`config.mk`:
```
export PLATFORM = sky130hd
export DESIGN_NAME = ble_rx_dma
export DESIGN_NICKNAME = d
export VERILOG_FILES = /design/src/rtl/ble_rx_dma.sv
export SDC_FILE = /design/constraint.sdc
export NUM_CORES = 1
export LEC_CHECK = 0
export BUFFER_PORTS_ARGS = -buffer_cell sky130_fd_sc_hd__buf_4
export CORE_MARGIN = 4
export CORE_UTILIZATION = 50
export DETAILED_ROUTE_END_ITERATION = 8
export PLACE_DENSITY_LB_ADDON = 0.3
export SETUP_SLACK_MARGIN = 0.2
export SYNTH_ARGS = -nofsm -noshare
export SYNTH_HDL_FRONTEND = slang
export SYNTH_SLANG_ARGS = --single-unit
```
`constraint.sdc`:
```
create_clock -name i_wb_clk -period 6.3 [get_ports i_wb_clk]
set_clock_uncertainty 0.15 [all_clocks]
set_input_delay 0.315 -clock i_wb_clk [delete_from_list [all_inputs] [get_ports i_wb_clk]]
set_output_delay 0.315 -clock i_wb_clk [all_outputs]
set_load 0.005 [all_outputs]
```
`src/rtl/ble_rx_dma.sv`:
```
// ble_rx_dma: buffers UART RX bytes in a FIFO and writes them into a RAM ring,
// sharing the single RAM Wishbone port with the CPU (CPU has priority from IDLE).
module ble_rx_dma #(
    parameter int          BITS       = 8,
    parameter int          FIFO_DEPTH = 8,
    parameter logic [31:0] ADR_LL     = 32'h00C00000,
    parameter logic [31:0] ADR_UL     = 32'h00C10000
) (
    input  logic                          i_wb_clk,
    input  logic                          i_wb_rst,
    input  logic [BITS-1:0]               i_rx_dat,
    input  logic                          i_rx_done,
    input  logic                          i_clr_ovf,
    input  logic [31:0]                   i_wb_cpu_adr,
    input  logic [31:0]                   i_wb_cpu_dat,
    input  logic [3:0]                    i_wb_cpu_sel,
    input  logic                          i_wb_cpu_we,
    input  logic                          i_wb_cpu_cyc,
    output logic [31:0]                   o_wb_cpu_rdt,
    output logic                          o_wb_cpu_ack,
    output logic [31:0]                   o_wb_mem_adr,
    output logic [31:0]                   o_wb_mem_dat,
    output logic [3:0]                    o_wb_mem_sel,
    output logic                          o_wb_mem_we,
    output logic                          o_wb_mem_cyc,
    input  logic [31:0]                   i_wb_mem_rdt,
    input  logic                          i_wb_mem_ack,
    output logic [31:0]                   o_wr_ptr,
    output logic [$clog2(FIFO_DEPTH):0]   o_count,
    output logic                          o_overflow
);
    localparam int AW = $clog2(FIFO_DEPTH);

    typedef enum logic [1:0] {IDLE, CPU, DMA} state_t;

    state_t              state_q, state_d;
    logic [BITS-1:0]     fifo_q [FIFO_DEPTH];
    logic [AW-1:0]       rd_q, wr_q;
    logic [AW:0]         count_q, count_d;
    logic [31:0]         ptr_q, ptr_d;
    logic                ovf_q, ovf_d;
    logic                pop, push;

    // A full FIFO still accepts a byte when the head leaves in the same cycle.
    assign pop     = state_q == DMA && i_wb_mem_ack;
    assign push    = i_rx_done && (count_q < (AW+1)'(FIFO_DEPTH) || pop);
    assign count_d = count_q + (AW+1)'(push) - (AW+1)'(pop);
    assign ptr_d   = pop ? (ptr_q == ADR_UL - 32'd1 ? ADR_LL : ptr_q + 32'd1) : ptr_q;
    assign ovf_d   = (i_rx_done && !push) || (ovf_q && !i_clr_ovf);

    assign o_wb_cpu_rdt = i_wb_mem_rdt;
    assign o_wr_ptr     = ptr_q;
    assign o_count      = count_q;
    assign o_overflow   = ovf_q;

    always_comb begin
        state_d      = state_q;
        o_wb_mem_adr = '0;
        o_wb_mem_dat = '0;
        o_wb_mem_sel = '0;
        o_wb_mem_we  = 1'b0;
        o_wb_mem_cyc = 1'b0;
        o_wb_cpu_ack = 1'b0;
        unique case (state_q)
            IDLE: state_d = i_wb_cpu_cyc ? CPU : (count_q != '0 ? DMA : IDLE);
            CPU: begin
                o_wb_mem_adr = i_wb_cpu_adr;
                o_wb_mem_dat = i_wb_cpu_dat;
                o_wb_mem_sel = i_wb_cpu_sel;
                o_wb_mem_we  = i_wb_cpu_we;
                o_wb_mem_cyc = i_wb_cpu_cyc;
                o_wb_cpu_ack = i_wb_mem_ack;
                state_d      = i_wb_mem_ack ? IDLE : CPU;
            end
            DMA: begin
                o_wb_mem_adr = ptr_q;
                o_wb_mem_dat = {4{fifo_q[rd_q]}};
                o_wb_mem_sel = 4'b0001 << ptr_q[1:0];
                o_wb_mem_we  = 1'b1;
                o_wb_mem_cyc = 1'b1;
                state_d      = i_wb_mem_ack ? IDLE : DMA;
            end
            default: state_d = IDLE;
        endcase
    end

    always_ff @(posedge i_wb_clk) begin
        if (push)
            fifo_q[wr_q] <= i_rx_dat;
    end

    always_ff @(posedge i_wb_clk or posedge i_wb_rst) begin
        if (i_wb_rst) begin
            state_q <= IDLE;
            rd_q    <= '0;
            wr_q    <= '0;
            count_q <= '0;
            ptr_q   <= ADR_LL;
            ovf_q   <= 1'b0;
        end else begin
            state_q <= state_d;
            rd_q    <= rd_q + AW'(pop);
            wr_q    <= wr_q + AW'(push);
            count_q <= count_d;
            ptr_q   <= ptr_d;
            ovf_q   <= ovf_d;
        end
    end
endmodule

```
==> results of run 1 <==
## per-layer routing
metal	vias up	global-route usage, %
met5	-	0
met4	0	18.7
met3	72	8.02
met2	230	44.1
met1	2341	32.9
li1	2156	-
## power by group
group          total (mW)  switching [mW]  internal [mW]  leakage, nW
Combinational        1.26           0.650          0.606         2.17
Clock               0.539           0.262          0.277        0.137
Sequential          0.942          0.0815          0.861         1.17
## cell type report
class	instances	area (um^2)	area share, %
well taps	143	179	2.38
repair buffers	196	1480	19.6
clock inverters	6	56.3	0.747
multi-input cells	334	2470	32.8
flip-flops and latches	109	3050	40.5
inverters	19	71.3	0.947
clock buffers	10	229	3.04
## cell usage in the layout (no fill, tap or decap), types with 3 or more instances in the layout
cell / instances
a21o_1: 33
a21oi_1: 6
a22o_1: 16
a22oi_1: 37
and2_1: 3
and3_1: 4
buf_4: 194
clkbuf_16: 9
dfrtp_1: 43
edfxtp_1: 64
ha_1: 17
inv_1: 18
mux2i_1: 32
nand2_1: 19
nand2b_1: 4
nand3_1: 11
nand4_1: 13
nor2_1: 21
nor2b_1: 41
nor3_1: 17
nor4_1: 7
xnor2_1: 26
xor2_1: 5
## stage by stage
step / hold slack (ps) / util, %
2_1_floorplan: 261 / -
3_3_place_gp: 336 / 62.8
3_5_place_dp: 350 / 62.8
4_1_cts: 53.7 / 65.4
5_1_grt: 57.9 / 65.4
6_report: 61.5 / 65.4
## registers in the layout, indices dropped and copies added (netlist names)
name,count
o_wr_ptr,32
o_count,4
state_q,2
fifo_q,64
o_overflow,1
rd_q,3
wr_q,3
## how the worst max path moves through the flow
stage,from,to,cells past startpoint
finish,state_q[0]$_DFF_PP0_,o_wb_mem_dat[29],5
detailed placement,state_q[0]$_DFF_PP0_,fifo_q[0][2]$_DFFE_PP_,6
global route,state_q[0]$_DFF_PP0_,o_wb_mem_dat[9],6
global placement,state_q[0]$_DFF_PP0_,fifo_q[0][2]$_DFFE_PP_,6
floorplan,state_q[0]$_DFF_PP0_,o_count[2]$_DFF_PP0_,12
CTS,state_q[1]$_DFF_PP0_,o_wb_mem_dat[29],5
## critical path, cell delays in order, from the launching register on
cell and delay [ps]:
dfrtp_1 380, inv_1 80, ha_1 910, and2_1 1000, a21o_1 300, buf_4 130
## cells by family (layout without fill, tap and decap cells)
kind of cell,Yosys count,count (layout),synth area share (%)
xor gates and xnor gates,31,31,4.56
muxes,33,33,5.57
DFF,109,109,51.3
AOI/OAI and AO/OA,99,99,12.5
and+or+nand+nor,153,153,15.0
adders and majority gates,18,18,3.91
buffers and inverters,79,231,7.23
## cell usage after synthesis, types with 5 or more instances
| master | instances |
|---|---|
| edfxtp_1 | 64 |
| dfrtp_1 | 43 |
| nor2b_1 | 41 |
| a22oi_1 | 37 |
| buf_4 | 34 |
| a21o_1 | 33 |
| mux2i_1 | 32 |
| xnor2_1 | 26 |
| nor2_1 | 21 |
| clkbuf_1 | 19 |
| inv_1 | 19 |
| nand2_1 | 19 |
| ha_1 | 17 |
| nor3_1 | 17 |
| a22o_1 | 16 |
| nand4_1 | 13 |
| nand3_1 | 11 |
| nor4_1 | 7 |
| a21oi_1 | 6 |
| xor2_1 | 5 |
==> results.cfg, run 1 <==
[sta]
setup_ws_ps = 2690
finalSetupTns_ps = 0
period_needed_ps = 3610
final-hold-violation-count = 0
clock.fmax_ghz = 0.277
drv_slew = 0
period_share_pct = 57.3
rsz0062_at_grt = false
setup_viol = 0
max-slew-margin-rel_pct = 14.6
tightest_slew_ps = 1270

[synth]
ys_warn_count = 0
avgSynthCellArea_um2 = 11.4
ys_ff_latch = 109
synth_top_cell_area_share_pct = 32.3
syn-num-nets = 655
synth_top_area_cell = edfxtp_1
synth_area_leaders = edfxtp_1, dfrtp_1, mux2i_1
synthCells = 522
ys_seq_area_share_pct = 51.3
synth_flop_cell = edfxtp_1
synthArstFlopShare_pct = 41.3
syn_area_um2 = 5950
synth_edf_count = 64
ys_types = 47

[routing]
drt-total-wl_um = 19400
wl_met3_um = 1600
drt_iter0_drc = 355
via_per_inst = 5.87
drtAntennaViolNets = 0
dr.pass1.iters = 5
wl_met2_um = 9670
via_count = 4799
drc = 0
highest_layer = met4
wl_per_cell_um = 23.8
routedLengthMet1_um = 6890

[global_route]
grt_overflow = 0
grt_max_degree = 46
grt_pass1_vias = 4848
grt_usage_pct = 27.8
grt_first_pass_wirelength_um = 27700
antenna_found_initial = 0

[floorplanning]
core-area_um2 = 11500
die_area_um2 = 13700
start_util_pct = 51.7
fp-row-count = 39
die_h_um = 117
die_w_um = 117
ios = 255

[placed_design]
placedInstanceArea_um2 = 7230
portBuffers = 190
hpwl_um = 15000
finalWeightedCongestion = 0.952
place_ws_ps = 3050
dp_cells = 799

[clock_tree]
cts_tree = done
clock_sinks = 109
numCtsBuffers = 9
clock-root-buffer = clkbuf_16
holdBufCountCts = 2
postCtsSetupBuffers = 0
htreeDepth = 3
cts_resized = 0
clk_latency_ps = 340
clkTransAtPathRegs_ps = 80
clock_path_buffers = 2

[critical_path]
worstSetupEndpointType = output port
rrSetupSlack_ps = 3030
cp_max_fo = 40
rr_endpoint = fifo_q[0][5]$_DFFE_PP_
crit_required_ps = 5830
rr_startpoint = state_q[0]$_DFF_PP0_
path_class = register to output port
critPathLaunchType = register
reg2regPathDepth = 6
arrival_ps = 3140

[power]
p_total_mw = 2.74
power_density_nw_per_um2 = 363
p_leak_nw = 3.48
ir_worst_vdd_mv = 0.247

[cells_and_area]
fillers = 921
instances_no_fill = 817
drive_gt1_share_pct = 32.6
n_antenna_cell = 0
area_delta_synth_final_pct = 26.6
final_cell_area_um2 = 7530
final_nets = 802

[worst_hold_path]
hold_path_depth = 1
hold_end = fifo_q[4][0]$_DFFE_PP_
min-delay-start = i_rx_dat[0]
worstHoldPathType = input port to register

[job]
max_cap_violations = 0

[status]
status = complete, no violations
Note: power is estimated with default switching activity, not from simulation.
==> run 2: changes to the inputs <==
--- a/config.mk
+++ b/config.mk
@@ -7,7 +7,7 @@
 export LEC_CHECK = 0
 export BUFFER_PORTS_ARGS = -buffer_cell sky130_fd_sc_hd__buf_4
 export CORE_MARGIN = 4
-export CORE_UTILIZATION = 50
+export CORE_UTILIZATION = 44
 export DETAILED_ROUTE_END_ITERATION = 8
 export PLACE_DENSITY_LB_ADDON = 0.3
 export SETUP_SLACK_MARGIN = 0.2
==> constraint.sdc (replaced) <==
create_clock -name i_wb_clk -period 3.15 [get_ports i_wb_clk]
set_clock_uncertainty 0.15 [all_clocks]
set_input_delay 0.1575 -clock i_wb_clk [delete_from_list [all_inputs] [get_ports i_wb_clk]]
set_output_delay 0.1575 -clock i_wb_clk [all_outputs]
set_load 0.005 [all_outputs]
==> run 2 against run 1 <==
Power is 100% higher. Clock power is 110% higher. Via count is 2.0% lower. Count of clock-buffer cells in the layout is 2 higher. Worst setup slack worse by 2300 ps. Die area is 13% higher. Sequential power is 100% higher. Critical path depth is 2 higher. Utilization is 6.6 points lower. Combinational power is 98% higher. Sequential cell count stayed put. Final area is 3.4% higher. Critical path type unchanged.
==> results.cfg, run 2 (synthesis results as in run 1) <==
[global_route]
grt_max_degree = 46
grt_pass1_vias = 4671
grt_first_pass_wirelength_um = 24600
grt_overflow = 0
antenna_found_initial = 0
grt_usage_pct = 19.7

[cells_and_area]
n_antenna_cell = 0
final_nets = 823
fillers = 1082
multi_input_area_um2 = 2490
largest_register_ffs = 64
area_delta_synth_final_pct = 30.9
fin_util_pct = 58.8
seq_area_um2 = 3050
layout_commonest_cell = buf_4
top_register = fifo_q
drive_gt1_share_pct = 33.8
final_cell_mix = buf_4, edfxtp_1, dfrtp_1, nor2b_1, a22oi_1

[worst_hold_path]
hold_end = state_q[1]$_DFF_PP0_
worstHoldPathType = input port to register
hold_path_depth = 4
min-delay-start = i_wb_mem_ack

[sta]
drv_slew = 0
rsz0062_at_grt = true
final-hold-violation-count = 0
period_share_pct = 88.6
max-slew-margin-rel_pct = 38.6
period_needed_ps = 2790
setup_viol = 0
tightest_slew_ps = 920
clock.fmax_ghz = 0.358
setup_ws_ps = 358
finalSetupTns_ps = 0

[power]
p_total_mw = 5.49
p_leak_nw = 3.59
p_sw_share_pct = 34.6
power_density_nw_per_um2 = 705
p_comb_share_pct = 45.4
seqPwrFrac_pct = 34.1
power_frac_clock_pct = 20.5
switchingPower_mw = 1.90
ir_worst_vdd_mv = 0.430
internal_power_mw = 3.59

[floorplanning]
start_util_pct = 44.9
ios = 255
die_w_um = 124
die_area_um2 = 15500
die_h_um = 124
fp-row-count = 42
core-area_um2 = 13200

[critical_path]
crit_path_max_incr_delay_ps = 530
cp_top_family = simple AND/OR/NAND/NOR gates
reg2regPathDepth = 11
worstSetupEndpointType = output port
path_class = register to output port
rr_startpoint = state_q[0]$_DFF_PP0_
crit_slowest_cell = nor3_1
cp_max_fo = 40
rr_endpoint = o_count[2]$_DFF_PP0_
rrSetupSlack_ps = 640
critPathLaunchType = register
crit_chain = inv_1, ha_1, buf_4, nand2_1, nor3_1, a21o_1, buf_4
crit_required_ps = 2840
arrival_ps = 2480
crit_top_cell = buf_4
path_buf_inv = 3

[routing]
dr.pass1.iters = 5
via_per_inst = 5.40
drt-total-wl_um = 15500
wl_per_cell_um = 17.8
drc = 0
drt_iter0_drc = 259
drtAntennaViolNets = 0
via_count = 4703

[clock_tree]
htreeDepth = 3
clock_sinks = 109
clock-root-buffer = clkbuf_16
postCtsSetupBuffers = 0
clk_latency_ps = 350
cts_tree = done
numCtsBuffers = 9
clkTransAtPathRegs_ps = 80
clock_path_buffers = 2

[placed_design]
hpwl_um = 11400
place_ws_ps = 609
portBuffers = 190
finalWeightedCongestion = 0.918

[status]
status = complete, no violations

[job]
max_cap_violations = 0
-- run 2: worst register-to-register path: stages, from the launching register on --
cell and delay [ps]:
dfrtp_1 400, inv_1 90, ha_1 160, nand2_1 60, a21boi_0 400, inv_1 90
ha_1 280, inv_1 60, ha_1 150, inv_1 50, fa_1 370, xnor2_1 140
-- run 2: power by group through the flow --
stage	registers, mW	clock network [mW]	logic [mW]
after detailed placement	1.90	0	2.48
after global routing	1.90	1.20	2.75
final	1.88	1.12	2.49
after floorplan	1.86	0	1.52
after global placement	1.89	0	2.42
after CTS	1.87	1.14	2.52
-- run 2: per-stage QoR --
stage                     std cells  hold WS (ps)  area (um^2)
after detailed placement        843           165         7350
after global placement          843           165         7350
final                           871          19.0         7790
after floorplan                 522           104         5950
after global routing            871          22.6         7790
after CTS                       871         0.672         7770
-- run 2: worst max path at each step --
stage,start,cells after the start,slack [ps],to
CTS,state_q[0]$_DFF_PP0_,7,300,o_wb_mem_dat[30]
floorplan,state_q[0]$_DFF_PP0_,12,610,o_count[2]$_DFF_PP0_
finish,state_q[0]$_DFF_PP0_,7,360,o_wb_mem_dat[21]
global placement,state_q[0]$_DFF_PP0_,7,710,o_wb_mem_dat[22]
global route,state_q[0]$_DFF_PP0_,7,160,o_wb_mem_dat[19]
detailed placement,state_q[0]$_DFF_PP0_,11,610,o_count[1]$_DFF_PP0_
-- run 2: final cells by class --
type                    instances  area share (%)
inverters                      19           0.916
clock inverters                 4           0.434
well taps                     176            2.83
multi-input cells             334            31.9
flip-flops and latches        109            39.2
clock buffers                  12            3.44
repair buffers                217            21.3
-- run 2: routing by layer --
layer | vias to the layer above | track usage, % | wire length [um]
met3 | 29 | 4.46 | 1070
met2 | 191 | 32.6 | 7610
met5 | - | 0 | 0
met4 | 0 | 7.74 | 315
li1 | 2193 | - | -
met1 | 2290 | 25.0 | 6490
-- run 2: what timing repair did --
action                                  4_1_cts  5_1_grt
hold buffers                                 12        0
endpoints found under the setup margin        0       14
resized for setup                             0        3
hold endpoints to repair                    109        0
